[src/rtl/imm_extend_pipe.sv]
// RV32I immediate-generation stage: classifies the instruction format, builds the
// sign-extended immediate and pc+imm target, and holds results in an output + skid register pair.
module imm_extend_pipe #(
    parameter int unsigned XLEN        = 32,
    parameter bit          AUTO_DECODE = 1'b1
) (
    input  logic            clk,
    input  logic            reset,
    input  logic            flush,
    input  logic            in_valid,
    output logic            in_ready,
    input  logic [31:0]     in_instr,
    input  logic [XLEN-1:0] in_pc,
    input  logic [2:0]      imm_sel,
    output logic            out_valid,
    input  logic            out_ready,
    output logic [XLEN-1:0] out_imm,
    output logic [XLEN-1:0] out_target,
    output logic [2:0]      out_fmt,
    output logic            out_illegal
);
    localparam logic [2:0] FMT_I   = 3'd0;
    localparam logic [2:0] FMT_S   = 3'd1;
    localparam logic [2:0] FMT_B   = 3'd2;
    localparam logic [2:0] FMT_J   = 3'd3;
    localparam logic [2:0] FMT_U   = 3'd4;
    localparam logic [2:0] FMT_R   = 3'd5;
    localparam logic [2:0] FMT_ILL = 3'd7;

    logic [2:0]      fmt_c;
    logic [31:0]     imm32_c;
    logic [XLEN-1:0] imm_c;
    logic [XLEN-1:0] target_c;
    logic            accept_c;
    logic            consume_c;

    logic            out_valid_q, out_valid_d;
    logic [XLEN-1:0] out_imm_q, out_imm_d;
    logic [XLEN-1:0] out_target_q, out_target_d;
    logic [2:0]      out_fmt_q, out_fmt_d;
    logic            out_illegal_q, out_illegal_d;
    logic            skid_valid_q, skid_valid_d;
    logic [XLEN-1:0] skid_imm_q, skid_imm_d;
    logic [XLEN-1:0] skid_target_q, skid_target_d;
    logic [2:0]      skid_fmt_q, skid_fmt_d;
    logic            skid_illegal_q, skid_illegal_d;
    logic            in_ready_q, in_ready_d;

    // Format resolution and immediate/target computation ahead of capture
    always_comb begin
        fmt_c = FMT_ILL;
        if (AUTO_DECODE) begin
            case (in_instr[6:0])
                7'b0010011, 7'b0000011, 7'b1100111, 7'b1110011: fmt_c = FMT_I;
                7'b0100011:                                     fmt_c = FMT_S;
                7'b1100011:                                     fmt_c = FMT_B;
                7'b1101111:                                     fmt_c = FMT_J;
                7'b0110111, 7'b0010111:                         fmt_c = FMT_U;
                7'b0110011:                                     fmt_c = FMT_R;
                default:                                        fmt_c = FMT_ILL;
            endcase
        end else begin
            fmt_c = (imm_sel <= FMT_R) ? imm_sel : FMT_ILL;
        end

        case (fmt_c)
            FMT_I:   imm32_c = {{20{in_instr[31]}}, in_instr[31:20]};
            FMT_S:   imm32_c = {{20{in_instr[31]}}, in_instr[31:25], in_instr[11:7]};
            FMT_B:   imm32_c = {{19{in_instr[31]}}, in_instr[31], in_instr[7],
                                in_instr[30:25], in_instr[11:8], 1'b0};
            FMT_J:   imm32_c = {{11{in_instr[31]}}, in_instr[31], in_instr[19:12],
                                in_instr[20], in_instr[30:21], 1'b0};
            FMT_U:   imm32_c = {in_instr[31:12], 12'b0};
            default: imm32_c = 32'd0;
        endcase

        imm_c    = XLEN'($signed(imm32_c));
        target_c = in_pc + imm_c;
    end

    // Occupancy control: EMPTY / ONE / FULL encoded by the two valid bits
    always_comb begin
        accept_c       = in_valid && in_ready_q;
        consume_c      = out_valid_q && out_ready;
        out_valid_d    = out_valid_q;
        out_imm_d      = out_imm_q;
        out_target_d   = out_target_q;
        out_fmt_d      = out_fmt_q;
        out_illegal_d  = out_illegal_q;
        skid_valid_d   = skid_valid_q;
        skid_imm_d     = skid_imm_q;
        skid_target_d  = skid_target_q;
        skid_fmt_d     = skid_fmt_q;
        skid_illegal_d = skid_illegal_q;

        if (flush) begin
            out_valid_d    = 1'b0;
            out_imm_d      = '0;
            out_target_d   = '0;
            out_fmt_d      = 3'd0;
            out_illegal_d  = 1'b0;
            skid_valid_d   = 1'b0;
            skid_imm_d     = '0;
            skid_target_d  = '0;
            skid_fmt_d     = 3'd0;
            skid_illegal_d = 1'b0;
        end else if (skid_valid_q) begin
            if (consume_c) begin
                out_imm_d     = skid_imm_q;
                out_target_d  = skid_target_q;
                out_fmt_d     = skid_fmt_q;
                out_illegal_d = skid_illegal_q;
                skid_valid_d  = 1'b0;
            end
        end else if (out_valid_q) begin
            if (accept_c && consume_c) begin
                out_imm_d     = imm_c;
                out_target_d  = target_c;
                out_fmt_d     = fmt_c;
                out_illegal_d = (fmt_c == FMT_ILL);
            end else if (accept_c) begin
                skid_valid_d   = 1'b1;
                skid_imm_d     = imm_c;
                skid_target_d  = target_c;
                skid_fmt_d     = fmt_c;
                skid_illegal_d = (fmt_c == FMT_ILL);
            end else if (consume_c) begin
                out_valid_d = 1'b0;
            end
        end else if (accept_c) begin
            out_valid_d   = 1'b1;
            out_imm_d     = imm_c;
            out_target_d  = target_c;
            out_fmt_d     = fmt_c;
            out_illegal_d = (fmt_c == FMT_ILL);
        end

        in_ready_d = !skid_valid_d;
    end

    always_ff @(posedge clk) begin
        if (reset) begin
            out_valid_q    <= 1'b0;
            out_imm_q      <= '0;
            out_target_q   <= '0;
            out_fmt_q      <= 3'd0;
            out_illegal_q  <= 1'b0;
            skid_valid_q   <= 1'b0;
            skid_imm_q     <= '0;
            skid_target_q  <= '0;
            skid_fmt_q     <= 3'd0;
            skid_illegal_q <= 1'b0;
            in_ready_q     <= 1'b1;
        end else begin
            out_valid_q    <= out_valid_d;
            out_imm_q      <= out_imm_d;
            out_target_q   <= out_target_d;
            out_fmt_q      <= out_fmt_d;
            out_illegal_q  <= out_illegal_d;
            skid_valid_q   <= skid_valid_d;
            skid_imm_q     <= skid_imm_d;
            skid_target_q  <= skid_target_d;
            skid_fmt_q     <= skid_fmt_d;
            skid_illegal_q <= skid_illegal_d;
            in_ready_q     <= in_ready_d;
        end
    end

    assign in_ready    = in_ready_q;
    assign out_valid   = out_valid_q;
    assign out_imm     = out_imm_q;
    assign out_target  = out_target_q;
    assign out_fmt     = out_fmt_q;
    assign out_illegal = out_illegal_q;

endmodule

[config.mk]
export PLATFORM = sky130hd
export DESIGN_NAME = imm_extend_pipe
export DESIGN_NICKNAME = d
export VERILOG_FILES = /design/src/rtl/imm_extend_pipe.sv
export SDC_FILE = /design/constraint.sdc
export NUM_CORES = 1
export LEC_CHECK = 0
export BUFFER_PORTS_ARGS = -buffer_cell sky130_fd_sc_hd__buf_2
export CELL_PAD_IN_SITES_DETAIL_PLACEMENT = 0
export CELL_PAD_IN_SITES_GLOBAL_PLACEMENT = 2
export CORE_AREA = 4 4 160 162
export DETAILED_ROUTE_END_ITERATION = 6
export DIE_AREA = 0 0 164 166
export PLACE_DENSITY = 0.9
export SYNTH_ARGS = -nofsm -noshare
export SYNTH_HDL_FRONTEND = slang
export SYNTH_SLANG_ARGS = --single-unit
export TNS_END_PERCENT = 5
[constraint.sdc]
create_clock -name clk -period 4.7 [get_ports clk]
set_input_delay 1.175 -clock clk [delete_from_list [all_inputs] [get_ports clk]]
set_output_delay 1.175 -clock clk [all_outputs]
set_load 0.01 [all_outputs]
## Yosys cells after proc, flatten, opt, wreduce, memory -nomap -nowiden

Cells that the tools add are included.
Widths: inputs -> output; s select.

| storage, ports and cells | value |
|---|---|
| bits in writable memories | 0 |
| memories | 0 |
| logic and storage cells | 73 |
| bits in latches | 0 |
| input bits | 72 |
| register bits | 139 |
| bits in read-only memories | 0 |
| output and inout bits | 70 |

| operators by class | value |
|---|---|
| shift-type cells | 0 |
| equality and inequality tests | 17 |
| add/sub/neg operators | 1 |
| bitwise operators | 2 |
| reduce and logical (&&, ||, !) cells | 11 |
| divide/modulo/power cells | 0 |
| order comparisons | 0 |
| multipliers | 0 |
| multiplexer cells | 31 |

Operators by type and width:

| kind | count |
|---|---|
| $mux 32 | 10 |
| $pmux 32 s5 | 1 |
| $add 32x32->32 | 1 |
| $eq 7x7->1 const B | 4 |
| $eq 7x6->1 const B | 3 |
| $pmux 3 s6 | 1 |
| $mux 3 | 5 |
| $eq 7x5->1 const B | 2 |
| $mux 1 | 14 |
| $eq 7x2->1 const B | 1 |
| $eq 3x2->1 const B | 2 |
| $eq 3x3->1 const B | 2 |
| $reduce_and 4->1 | 1 |
| $reduce_or 2->1 | 2 |
| $reduce_or 4->1 | 1 |
| $eq 3x1->1 const B | 1 |
| $logic_and 1x1->1 | 3 |
| $logic_not 3->1 | 1 |
| $ne 3x1->1 const B | 1 |
| $reduce_and 3->1 | 1 |
| $reduce_bool 3->1 | 1 |
| $ne 2x2->1 const B | 1 |
| $not 1->1 | 2 |
| $logic_not 1->1 | 1 |

## Logic depth before layout (Yosys ltp)

| depth | value |
|---|---|
| word-level depth | 9 |
| depth in mapped cells | 20 |
| mapped depth without buffers | 17 |

## Least setup slack after synthesis

No wires, ideal clock.

| timing path | value |
|---|---|
| kind | in2reg |
| start point | input port in_instr[4] |
| end point | register out_target_q[30], in the netlist out_target[30] |
| setup slack | 376 ps |
| cell stages on the path | 20 |
| library setup time | 122 ps |
| required time | 4578 ps |
| data arrival time | 4202 ps |
| path buffers | 3 |
| path through | buf_2 nand2b_1 o2bb2ai_1 a22oi_1 nor2_2 and2_1 buf_2 a21oi_1 inv_1 ha_1 clkbuf_1 a21o_1 a21oi_1 o21bai_1 a22o_2 a311o_1 a21oi_2 xor2_1 o21a_1 a21oi_1 |

| on the way | value |
|---|---|
| word-level cells in the longest chain between the ends | 9 |
| elaborated cells on any way between the ends | 24 |
| those cells by class | add/sub: 1; eq/ne: 14; mux: 6; reduce/logical: 3 |

Ends and longest elaborated chain:

| item | RTL line | text |
|---|---|---|
| start: declaration | 12 | `input logic [31:0] in_instr,` |
| $eq 7x5->1, or another cell as far along | 53 | `case (in_instr[6:0])` |
| $reduce_or 4->1 / $reduce_or 2->1 (equally long branches) | 53 |  |
| $pmux 3 s6 (*) | 53 |  |
| $eq 3x3->1, or another cell as far along | 66 | `case (fmt_c)` |
| $pmux 32 s5 (*) | 66 |  |
| via imm32_c[23] | 31 | `logic [31:0] imm32_c;` |
| $add 32x32->32 (*) | 78 | `target_c = in_pc + imm_c;` |
| $mux 32, on equally long branches | 130, 116 |  |
| $mux 32 (*) | 115 | `end else if (out_valid_q) begin` |
| $mux 32 (*) | 107 | `end else if (skid_valid_q) begin` |
| end signal: assignment | 157 | `out_target_q <= out_target_d;` |
| end: declaration | 39 | `logic [XLEN-1:0] out_target_q, out_target_d;` |

The timed path passes the listed nets; every way through them passes the cells marked *. The select of a mux whose other input is x is not followed.
A chain may end at the register's enable or synchronous reset.

## Final worst setup path

| timing path | value |
|---|---|
| start point | input port in_instr[6] |
| end point | register out_target_q[26], in the netlist out_target[26] |

The elaborated chain is that of the path after synthesis.

==> results.txt <==
- The final route contains 7,621 vias.
* Final worst clock skew: 0.0111 ns
- The most used flip-flop cell after synthesis is sky130_fd_sc_hd__dfxtp_1.
- Adder-cell share of the synthesized area: 5.32%
* Average vias per placed instance: 4.96
- Peak clock frequency supported by timing: 0.236 GHz
* Share of cells above drive strength 1: 21.8%
- The area growth from synthesis to layout is 26.9%.
* Via count of the first global-routing pass: 7,256
- Setup repair after global routing left no endpoint under its margin.
* Nets: 1,301
* Detailed placer's ending HPWL: 17,800 um
* Total of fill cells in the finished design: 2,600
- The design draws 3.16 mW.
- VDD sags by at most 0.205 mV.
- The worst setup path is launched from an input port.
* Area share of xor/xnor cells in the synthesized design: 3.32%
* Kind of cell with the highest combined delay on the critical path: compound AO/OA/AOI/OAI gates
- Traced cell by cell, the critical path runs through buf_2 > buf_4 > nor3b_1 > a31oi_1 > o21ai_0 > a21oi_1 > nor3_1 > ha_1 > inv_1 > fa_1 > nor2b_4 > o31a_4 > o2111ai_4 > a31oi_4 > buf_4 > a21o_2 > xor2_1 > buf_4 > nand2_1 > a21oi_1.
* Cell Count, Final, Fillers Out: 1,535
- Clock latency reported for the late side of the worst-skew pair: 0.43 ns
* Highest cell delay on the worst timing path: 0.43 ns
- The final-report max-slew violation count came to 0.
* Final weighted congestion in routability-driven placement: 0.851
- In this run the clock root is driven by a sky130_fd_sc_hd__clkbuf_16.
* Required time of the worst setup path: 5.05 ns
- Mean routed wirelength per cell: 16.2 um
- For this run, the detailed router's first-pass iteration total came to 5.
- The core region is 24,100 um2.
- The initial antenna violation count is 1.
- Once placement finished, the instance area stood at 9040 um2.
- Ranked by total cell area, the synthesized netlist is headed by sky130_fd_sc_hd__dfxtp_1 (36%), sky130_fd_sc_hd__a21oi_1 (9.8%), sky130_fd_sc_hd__nand2_1 (9.8%).
- The floorplan step defined a die boundary enclosing 27,200 um2.
- Fraction of registers with async set/reset: 0%
- Wires add up to 24,800 um.
- Kind of critical path: in -> reg
- Entering global routing, the biggest net connects 102 pins.
- Setup violations remaining at the end of the flow were counted as 0.
* Hold violation count in the final report: 0
- The count of nets left with antenna violations once routing finished came out at 0.
* Worst path arrival time: 4.59 ns
- Clock-pin slew was measured on the worst setup and hold paths at 0.06 ns.
- The count of buffers added on input and output ports is 138.
* Top cells by count, synth: sky130_fd_sc_hd__nand2_1 (199), sky130_fd_sc_hd__a21oi_1 (150), sky130_fd_sc_hd__dfxtp_1 (139)
* Number of buffers created by CTS: 17
- A synthesized cell averages 7.37 um2.
- Slowest library cell on the worst path: sky130_fd_sc_hd__fa_1
* # Post-CTS Setup Buffers: 0
- During synthesis, Yosys emitted a total of 0 warnings.
* Maximum root-to-sink buffer count: 2
- After detailed placement, the design holds a cell count of 1,502.
- The flow ran to the end, and the final reports show no timing, DRC or antenna violations.
- The synthesized design devotes to its leading area cell type 36.3% of total area.
- Most frequent cell after synthesis: sky130_fd_sc_hd__nand2_1
* Post-synthesis cell type count: 62
- Of all nets on the critical path, the largest fanout is 9.
- Area share of and/or/nand/nor cells after synthesis: 19.5%
- Across every metal layer, demand over resource in global routing totals 18.2%.
- Across all hold checks on the routed design, the worst slack comes to 0.447 ns.
* Iteration-0 DRC count of the detailed router: 462
* CTS-repair resized insts: 0
- Actual slew at the worst max-slew pin: 1.07 ns
- After routing, the total negative slack on setup checks comes to 0 ns.
* Share of the yosys chip area belonging to registers: 36.3%
- Multiplexer fraction of the synthesized cell area: 0.784%
- CTS tree: yes
- The cell count after synthesis came out at 1,040.
* Number of buffers and inverters on the critical path: 5
- Dividing total power by cell area gives a power density of 325 nW/um2.
* Mapped Area: 7660 um2
- In this run the static leakage power is 4.25 nW.
- The synthesized design contains 0 enable-type register cells.
- Of the available clock period, the critical path in the final layout requires 90.2%.
- Floorplan row count: 57
- After layout, the minimum clock period comes to 4.24 ns.
- Measured along the x axis, the die boundary spans 164 um.
- First-pass GRT wire length: 39,200 um
- Summing the areas of all compound-gate instances in the mapped netlist gives 28.6% of the synthesized area.
- In this run, synthesis produced a sequential element count of 139.
- Number of nets produced by synthesis: 1,144
* Total number of clock tree sinks: 139
* Largest family of logic cells by synthesized area: compound AO/OA/AOI/OAI gates
- I/O pins: 142
- STA classifies the critical path endpoint as a flip-flop.
- The most numerous cell type found on the critical path is sky130_fd_sc_hd__buf_4.
* Total of max-cap violations: 0
- For this configuration, the core starts out at a cell density of 31.8%.
* Htree depth: 4
- Of all cell types, the one taking the most synthesized area is sky130_fd_sc_hd__dfxtp_1.
- Buffers inserted to repair hold after CTS numbered 0.
- Final instance area: 9730 um2
* Worst slew margin relative to its limit: 28.3%
- After detailed routing, the number of remaining DRC violations is 0.
- The die is 166 um tall.
* Worst min path class: reg -> reg
- Grt ovf: 0
-- state kept, by name, summed over array words and instances, names as in the netlist --
signal          flops
in_ready            1
out_fmt             3
out_illegal         1
out_imm            32
out_target         32
out_valid           1
skid_fmt_q          3
skid_illegal_q      1
skid_imm_q         32
skid_target_q      32
skid_valid_q        1
-- worst reg2reg max path: cells and delay by family, from the launching register on --
family	cells	cell delay, ns
compound gates	1	0.08
buf+inv	3	1.34
flops	1	0.36
simple gates	2	0.51
-- metal layers --
| layer | global-route usage [%] | part of all wire, % | up-vias |
|---|---|---|---|
| met3 | 3.72 | 5.0 | 29 |
| met1 | 25.0 | 46 | 3497 |
| met5 | 0 | 0 | - |
| met2 | 28.3 | 46 | 171 |
| met4 | 6.35 | 2.6 | 0 |
| li1 | - | - | 3924 |
-- cells in the final DEF (no fill, tap or decap), drive strengths merged, types with 3 or more instances in the layout --
cell,Yosys,routed
nor3b,3,3
clkinvlp,0,3
buf,24,211
nor2b,3,3
inv,42,43
nand2,199,199
or2,4,4
a211oi,37,37
xor2,12,12
nand2b,7,7
o22ai,3,3
o21bai,4,4
a21o,13,13
mux2i,6,6
and3,5,5
o21a,5,5
nand3,9,9
o31ai,3,3
o211ai,16,16
ha,31,31
o21ai,78,78
and2,5,5
dfxtp,139,139
a311oi,6,6
a21boi,4,4
nor2,106,106
bufinv,0,5
xnor2,17,17
a22oi,6,6
nor3,10,10
nand4,7,7
a21oi,154,154
a31oi,10,10
clkbuf,49,23
-- metrics by stage --
step	worst slack, ns	utilization [%]
2_1_floorplan	0.376	-
3_3_place_gp	0.0889	37.5
3_5_place_dp	0.0472	37.5
4_1_cts	0.487	40.3
5_1_grt	0.0799	40.3
6_report	0.460	40.3
-- cell type report --
cell class | instances | area (um2) | area share [%]
well taps | 324 | 405 | 4.17
clock buffers | 23 | 498 | 5.12
repair buffers | 211 | 1260 | 13.0
diodes | 1 | 2.50 | 0.0257
flip-flops and latches | 139 | 2780 | 28.6
multi-input cells | 785 | 4430 | 45.5
inverters | 43 | 161 | 1.66
clock inverters | 9 | 181 | 1.87
-- cells by family (layout without fill, tap and decap cells) --
kind of cell / count (synthesis) / after routing
compound gates: 356 / 356
xor+xnor: 29 / 29
fa+ha+maj: 32 / 32
buf+inv: 116 / 286
flops: 139 / 139
mux: 6 / 6
other cells: 0 / 1
simple gates: 362 / 362
-- where the power goes --
part | switching, mW | total, mW | internal (mW)
sequential | 0.0128 | 1.22 | 1.20
combinational | 0.246 | 0.401 | 0.155
clock | 0.533 | 1.55 | 1.01
total | 0.792 | 3.16 | 2.37
-- final timing paths --
| check | endpoint | slack [ns] | from | depth (start not counted) |
|---|---|---|---|---|
| max reg2reg | out_target[28] | 2.25 | skid_valid_q | 6 |
| max | out_target[26] | 0.46 | in_instr[6] | 20 |
| min | out_fmt[1] | 0.45 | out_fmt[1] | 2 |
| min reg2reg | out_fmt[1] | 0.45 | out_fmt[1] | 2 |
Power figures use the tool's default switching activity.
